**src/rtl/io_port_pkg.sv**
```systemverilog
// Shared types and command/response word layout for the IO port responder.
package io_port_pkg;

    typedef enum logic [1:0] {
        IDLE = 2'd0,
        EXEC = 2'd1,
        RESP = 2'd2
    } stateT;

    typedef enum logic {
        RESP_MEM = 1'b0,
        RESP_REG = 1'b1
    } respKindT;

    localparam int DATA_LSB   = 0;
    localparam int DATA_W     = 16;
    localparam int STATUS_LSB = 16;

    // Memory-response layout: status in the upper half, register data in the lower half.
    function automatic logic [31:0] memWord(input logic [15:0] status,
                                            input logic [DATA_W-1:0] data);
        return (32'(status) << STATUS_LSB) | (32'(data) << DATA_LSB);
    endfunction

endpackage

```
**src/rtl/io_responder_regbank.sv**
```systemverilog
// Small 16-bit register bank: one write port, one combinational read port, full-bank view.
module io_responder_regbank
    import io_port_pkg::*;
#(
    parameter int  REGCOUNT = 4,
    localparam int ADDRW    = $clog2(REGCOUNT)
) (
    input  logic                             clk,
    input  logic                             async_rst_n,
    input  logic                             wrEn,
    input  logic [ADDRW-1:0]                 wrAddr,
    input  logic [DATA_W-1:0]                wrData,
    input  logic [ADDRW-1:0]                 rdAddr,
    output logic [DATA_W-1:0]                rdData,
    output logic [REGCOUNT-1:0][DATA_W-1:0]  regOut
);

    logic [DATA_W-1:0] bankReg [REGCOUNT];

    always_ff @(posedge clk or negedge async_rst_n) begin
        if (!async_rst_n) begin
            bankReg <= '{default: '0};
        end else if (wrEn) begin
            bankReg[wrAddr] <= wrData;
        end
    end

    // Read happens in the same cycle as the write, so a swap sees the pre-write value.
    assign rdData = bankReg[rdAddr];

    for (genvar gi = 0; gi < REGCOUNT; gi++) begin : gRegOut
        assign regOut[gi] = bankReg[gi];
    end

endmodule

```
**src/rtl/io_port_responder.sv**
```systemverilog
// Device-side IO command endpoint: executes stores and atomic swaps on the register
// bank and reports memory/register responses, plus unsolicited status-change responses.
module io_port_responder
    import io_port_pkg::*;
#(
    parameter int  PORTBYTEWIDTH = 4,
    parameter int  REGCOUNT      = 4,
    parameter int  ADDR_LSB      = 16,
    localparam int PORTW         = PORTBYTEWIDTH * 8,
    localparam int ADDRW         = $clog2(REGCOUNT)
) (
    input  logic                        clk,
    input  logic                        async_rst_n,
    input  logic                        IOREQ,
    input  logic                        IOCommandEn,
    input  logic                        IOResponseRequested,
    input  logic [3:0]                  IODestRegOut,
    input  logic [PORTW-1:0]            IODataOut,
    input  logic [15:0]                 StatusIn,
    output logic                        IOACK,
    output logic                        IOCommandResponse,
    output logic                        IORegResponseFlag,
    output logic                        IOMemResponseFlag,
    output logic [3:0]                  IODestRegIn,
    output logic [PORTW-1:0]            IODataIn,
    output logic [REGCOUNT-1:0][15:0]   RegOut
);

    stateT              stateReg;
    logic               cmdIsSwapReg;
    logic [3:0]         cmdTagReg;
    logic [ADDRW-1:0]   cmdAddrReg;
    logic [DATA_W-1:0]  cmdDataReg;
    logic [15:0]        lastStatusReg;
    logic [ADDRW-1:0]   lastAddrReg;
    respKindT           respKindReg;
    logic [3:0]         respTagReg;
    logic [PORTW-1:0]   respWordReg;

    logic               cmdPresent;
    logic               consume;
    logic               inResp;
    logic [DATA_W-1:0]  oldValue;
    logic               unusedDataBits;

    assign cmdPresent = IOCommandEn | IOResponseRequested;
    // Handshake is combinational so the controller sees the command taken in the same cycle.
    assign consume    = async_rst_n && (stateReg == IDLE) && cmdPresent && IOREQ;
    assign inResp     = (stateReg == RESP);

    assign IOACK             = consume | inResp;
    assign IOCommandResponse = consume;
    assign IORegResponseFlag = inResp && (respKindReg == RESP_REG);
    assign IOMemResponseFlag = inResp && (respKindReg == RESP_MEM);
    assign IODestRegIn       = inResp ? respTagReg  : '0;
    assign IODataIn          = inResp ? respWordReg : '0;

    assign unusedDataBits = ^IODataOut;

    io_responder_regbank #(
        .REGCOUNT (REGCOUNT)
    ) uRegbank (
        .clk         (clk),
        .async_rst_n (async_rst_n),
        .wrEn        (stateReg == EXEC),
        .wrAddr      (cmdAddrReg),
        .wrData      (cmdDataReg),
        .rdAddr      (cmdAddrReg),
        .rdData      (oldValue),
        .regOut      (RegOut)
    );

    always_ff @(posedge clk or negedge async_rst_n) begin
        if (!async_rst_n) begin
            stateReg      <= IDLE;
            cmdIsSwapReg  <= 1'b0;
            cmdTagReg     <= '0;
            cmdAddrReg    <= '0;
            cmdDataReg    <= '0;
            lastStatusReg <= '0;
            lastAddrReg   <= '0;
            respKindReg   <= RESP_MEM;
            respTagReg    <= '0;
            respWordReg   <= '0;
        end else begin
            case (stateReg)
                IDLE: begin
                    if (consume) begin
                        // Swap wins if both command strobes are raised together.
                        cmdIsSwapReg <= IOResponseRequested;
                        cmdTagReg    <= IODestRegOut;
                        cmdAddrReg   <= IODataOut[ADDR_LSB +: ADDRW];
                        cmdDataReg   <= IODataOut[DATA_LSB +: DATA_W];
                        stateReg     <= EXEC;
                    end else if (!cmdPresent && (StatusIn != lastStatusReg)) begin
                        respWordReg   <= PORTW'(memWord(StatusIn, RegOut[lastAddrReg]));
                        respTagReg    <= '0;
                        respKindReg   <= RESP_MEM;
                        lastStatusReg <= StatusIn;
                        stateReg      <= RESP;
                    end
                end
                EXEC: begin
                    if (cmdIsSwapReg) begin
                        respWordReg <= PORTW'(oldValue);
                        respTagReg  <= cmdTagReg;
                        respKindReg <= RESP_REG;
                    end else begin
                        respWordReg <= PORTW'(memWord(StatusIn, cmdDataReg));
                        respTagReg  <= '0;
                        respKindReg <= RESP_MEM;
                        lastAddrReg <= cmdAddrReg;
                    end
                    stateReg <= RESP;
                end
                RESP: begin
                    if (IOREQ) begin
                        stateReg <= IDLE;
                    end
                end
                default: stateReg <= IDLE;
            endcase
        end
    end

endmodule
```
**config.mk**
```make
export PLATFORM = sky130hd
export DESIGN_NAME = io_port_responder
export DESIGN_NICKNAME = d
export VERILOG_FILES = /design/src/rtl/io_port_pkg.sv /design/src/rtl/io_responder_regbank.sv /design/src/rtl/io_port_responder.sv
export SDC_FILE = /design/constraint.sdc
export NUM_CORES = 1
export LEC_CHECK = 0
export ABC_CLOCK_PERIOD_IN_PS = 2700
export CAP_MARGIN = 20
export CORE_AREA = 8 8 141 143
export DETAILED_ROUTE_END_ITERATION = 6
export DIE_AREA = 0 0 149 151
export GPL_TIMING_DRIVEN = 0
export PLACE_DENSITY = 0.68
export SLEW_MARGIN = 20
export SYNTH_ARGS = -nofsm -noshare
export SYNTH_HDL_FRONTEND = slang
export SYNTH_HIERARCHICAL = 1
export SYNTH_SLANG_ARGS = --single-unit
```
**constraint.sdc**
```tcl
create_clock -name clk -period 2.7 [get_ports clk]
set_clock_uncertainty 0.2 [all_clocks]
set_input_delay 0.405 -clock clk [delete_from_list [all_inputs] [get_ports clk]]
set_output_delay 0.405 -clock clk [all_outputs]
set_load 0.005 [all_outputs]
```
==> flow_summary.toml, run 1 <==
[floorplan]
dieWidth_microns = 149
die_h_microns = 151
dieArea_sq_um = 22500
ios = 161
core_area_sq_um = 17660
start_util_pct = 39.38
rows = 49

[critical_path]
crit_path_end_kind = "output port"
rr_worst_depth = 8
start_kind = "flip-flop"
critPathMaxFanout = 10
worstPathArrival_ns = 2.07
crit_chain = "nor2b_2, buf_6, clkbuf_8, and2_1, clkdlybuf4s50_1"
crit_required_ns = 2.10
cpMaxStageDelayCell = "clkdlybuf4s50_1"
max_stage_delay_ns = 0.52
critical_path_class = "reg2out"

[detailed_routing]
drt_drc_violations_left = 0
dr.pass1.iters = 4
drtIter0Drc = 253
viasPerCell = 5.363
vias = 4870
routedWlPerCell_microns = 21.71
wirelength_microns = 19720
antenna_left = 0

[pwr]
p_per_area_nw_per_um2 = 1036
p_leak_nw = 4.021
max-vdd-ir-drop_uv = 548.0

[logic_synthesis]
syn_area_sq_um = 6953
postSynthAreaPerCell_sq_um = 14.19
yosysTopAreaCellShare_pct = 51.83
ys_ff_latch = 144
synth_area_leaders = "dfrtp_1 (52%), mux2_2 (17%), mux4_2 (10%)"
yosysSeqAreaShare_pct = 51.83
synth_fp_nets = 547
netlist-cell-type-count = 33
ys_warn_count = 6
yosysTopAreaCell = "dfrtp_1"
syn_inst = 490

[sta]
setup_viol = 0
worst_slew_pin_slew_ns = 0.8526
fmax_mhz = 374.3
period_needed_ns = 2.671
slew_viol_final = 0
hold_ws_ns = -0.2878
min_period_over_period_pct = 98.94
slew_headroom_pct = 43.16
hold_viol_final = 89
fin_setup_tns_ns = 0

[layout]
n_antenna_cell = 0
fin_nets = 723
regArea_sq_um = 3605
areaGrowthSynthToFinish_pct = 36.15
multi_input_comb_area_sq_um = 3203
fillCellCount = 1494
utilization_pct = 53.61
layout.cells.non_filler = 908
drive_above_1_share_pct = 32.25

[status]
violations = "hold timing"
status = "finished with violations"

[clock_tree]
clk_pin_slew_ns = 0.06
cts_htree_levels = 4
cts-root-buf = "clkbuf_16"
cts_tree = "done"
clock-sinks = 144
cts_buffers = 17
cts_buffer_depth = 2
clkLatencyLatePin_ns = 0.43

[global_route]
grt_usage_pct = 18.01
grt_max_degree = 92
grt_first_pass_wirelength_microns = 30620
met3_usage_pct = 5.557
grt_overflow_total = 0
use_met1_pct = 22.20
met2_usage_pct = 29.55
grt_antenna_before_repair = 0
busiest_layer = "met2"
grt_pass1_vias = 5351

[place]
io_buffer_count = 146
gp_congestion = 0.7621
placed_cells = 866
dp_hpwl_microns = 13910

[worst_hold_path]
hp-class = "in2async"

[job]
cap_violations = 0
-- per-layer routing --
metal	wire length [microns]	share of wire, %
met5	0	0
met4	280	1.4
met3	1127	5.7
met2	9851	50
met1	8456	43
-- cell usage after synthesis, drive strengths merged --
cell type and number:
a21oi 1, a22o 17, a22oi 16, a31o 1, a31oi 16, and2 37
and4 1, buf 14, clkbuf 20, dfrtp 144, inv 1, mux2 105
mux2i 16, mux4 32, nand2 4, nand2b 3, nand3 7, nand3b 2
nand4 1, nor2 7, nor2b 1, nor3 1, nor3b 1, nor4 4
o21ai 21, or3 1, xor2 16
-- cell families (layout without fill, tap and decap cells) --
family          Yosys count  in the layout  share of synthesized area (%)
simple gates             70             70                          6.514
xor+xnor                 16             16                          2.015
buf+inv                  35            224                          2.663
flops                   144            144                          51.83
compound gates           72             72                          7.306
mux                     153            153                          29.67
-- placed cells by master (no fill, tap or decap), drive strengths merged --
master	n
dlygate4sd2	1
o21ai	21
inv	5
nand2	4
nor3	1
clkdlybuf4s15	1
nand2b	3
a31o	1
clkinvlp	3
nor3b	1
buf	27
clkdlybuf4s50	143
dlymetal6s2s	1
nand3	7
a31oi	16
nor2	7
mux4	32
xor2	16
nand4	1
or3	1
mux2	105
nor2b	1
a22o	17
a22oi	16
nand3b	2
mux2i	16
dfrtp	144
clkinv	7
and2	37
and4	1
a21oi	1
nor4	4
clkbuf	36
-- registers in the layout (all words and copies together), names as in the netlist, 2 cells and up --
signal / cells
lastAddrReg: 2
stateReg: 2
cmdTagReg: 4
uRegbank/regOut: 64
respWordReg: 32
cmdAddrReg: 2
lastStatusReg: 16
respTagReg: 4
cmdDataReg: 16
-- metrics by stage --
| stage | instance area, sq um | setup WS, ns | power (mW) |
|---|---|---|---|
| after floorplan | 6953 | 0.03642 | 5.738 |
| after global placement | 8701 | -5.743 | 7.489 |
| after detailed placement | 8733 | -0.7926 | 7.634 |
| after CTS | 9433 | 0.01131 | 9.891 |
| after global routing | 9467 | -0.01473 | 10.41 |
| final | 9467 | 0.02869 | 9.809 |
-- worst max-delay path: cells and delay by family, from the launching register on --
kind | cells | cell delay (ns)
buf+inv | 3 | 0.84
simple gates | 2 | 0.36
flops | 1 | 0.44
-- worst paths after layout --
check                                 from                  end  slack (ns)
setup / recovery               stateReg[0]          IODataIn[6]        0.03
hold / removal                 async_rst_n      respWordReg[29]       -0.29
setup reg to reg               stateReg[1]  uRegbank/regOut[42]        0.08
hold reg to reg            respWordReg[23]      respWordReg[23]        0.30
max in group asynchronous      async_rst_n  uRegbank/regOut[58]        1.91
min in group clk           respWordReg[23]      respWordReg[23]        0.30
-- timing repair --
action	4_1_cts	5_1_grt
gates resized for setup	28	6
setup endpoints to repair	136	86
pin swaps	2	0
hold endpoints to repair	89	89
setup buffers	8	2
cloned	0	1
-- final cells by class --
type                    instances  share of cell area, %
flip-flops and latches        144                  38.08
repair buffers                158                  16.76
well taps                     229                  3.027
clock buffers                  18                  4.639
multi-input cells             311                  33.84
inverters                       1                0.03965
clock inverters                14                  1.163
plain buffers                  33                  2.458
-- power by group --
part | switching [mW] | total, mW | leakage [nW] | internal, mW
Combinational | 1.36 | 3.84 | 1.95 | 2.48
Sequential | 0.785 | 3.80 | 1.81 | 3.01
Clock | 0.962 | 2.17 | 0.265 | 1.21
No activity file was read; power rests on OpenSTA's default activity.
==> run 2: changes to the inputs <==
Settings changed: CAP_MARGIN 20 to not set, SLEW_MARGIN 20 to 25.
==> results of run 2 <==
Final layout, timing and power as in run 1 (identical DEF).
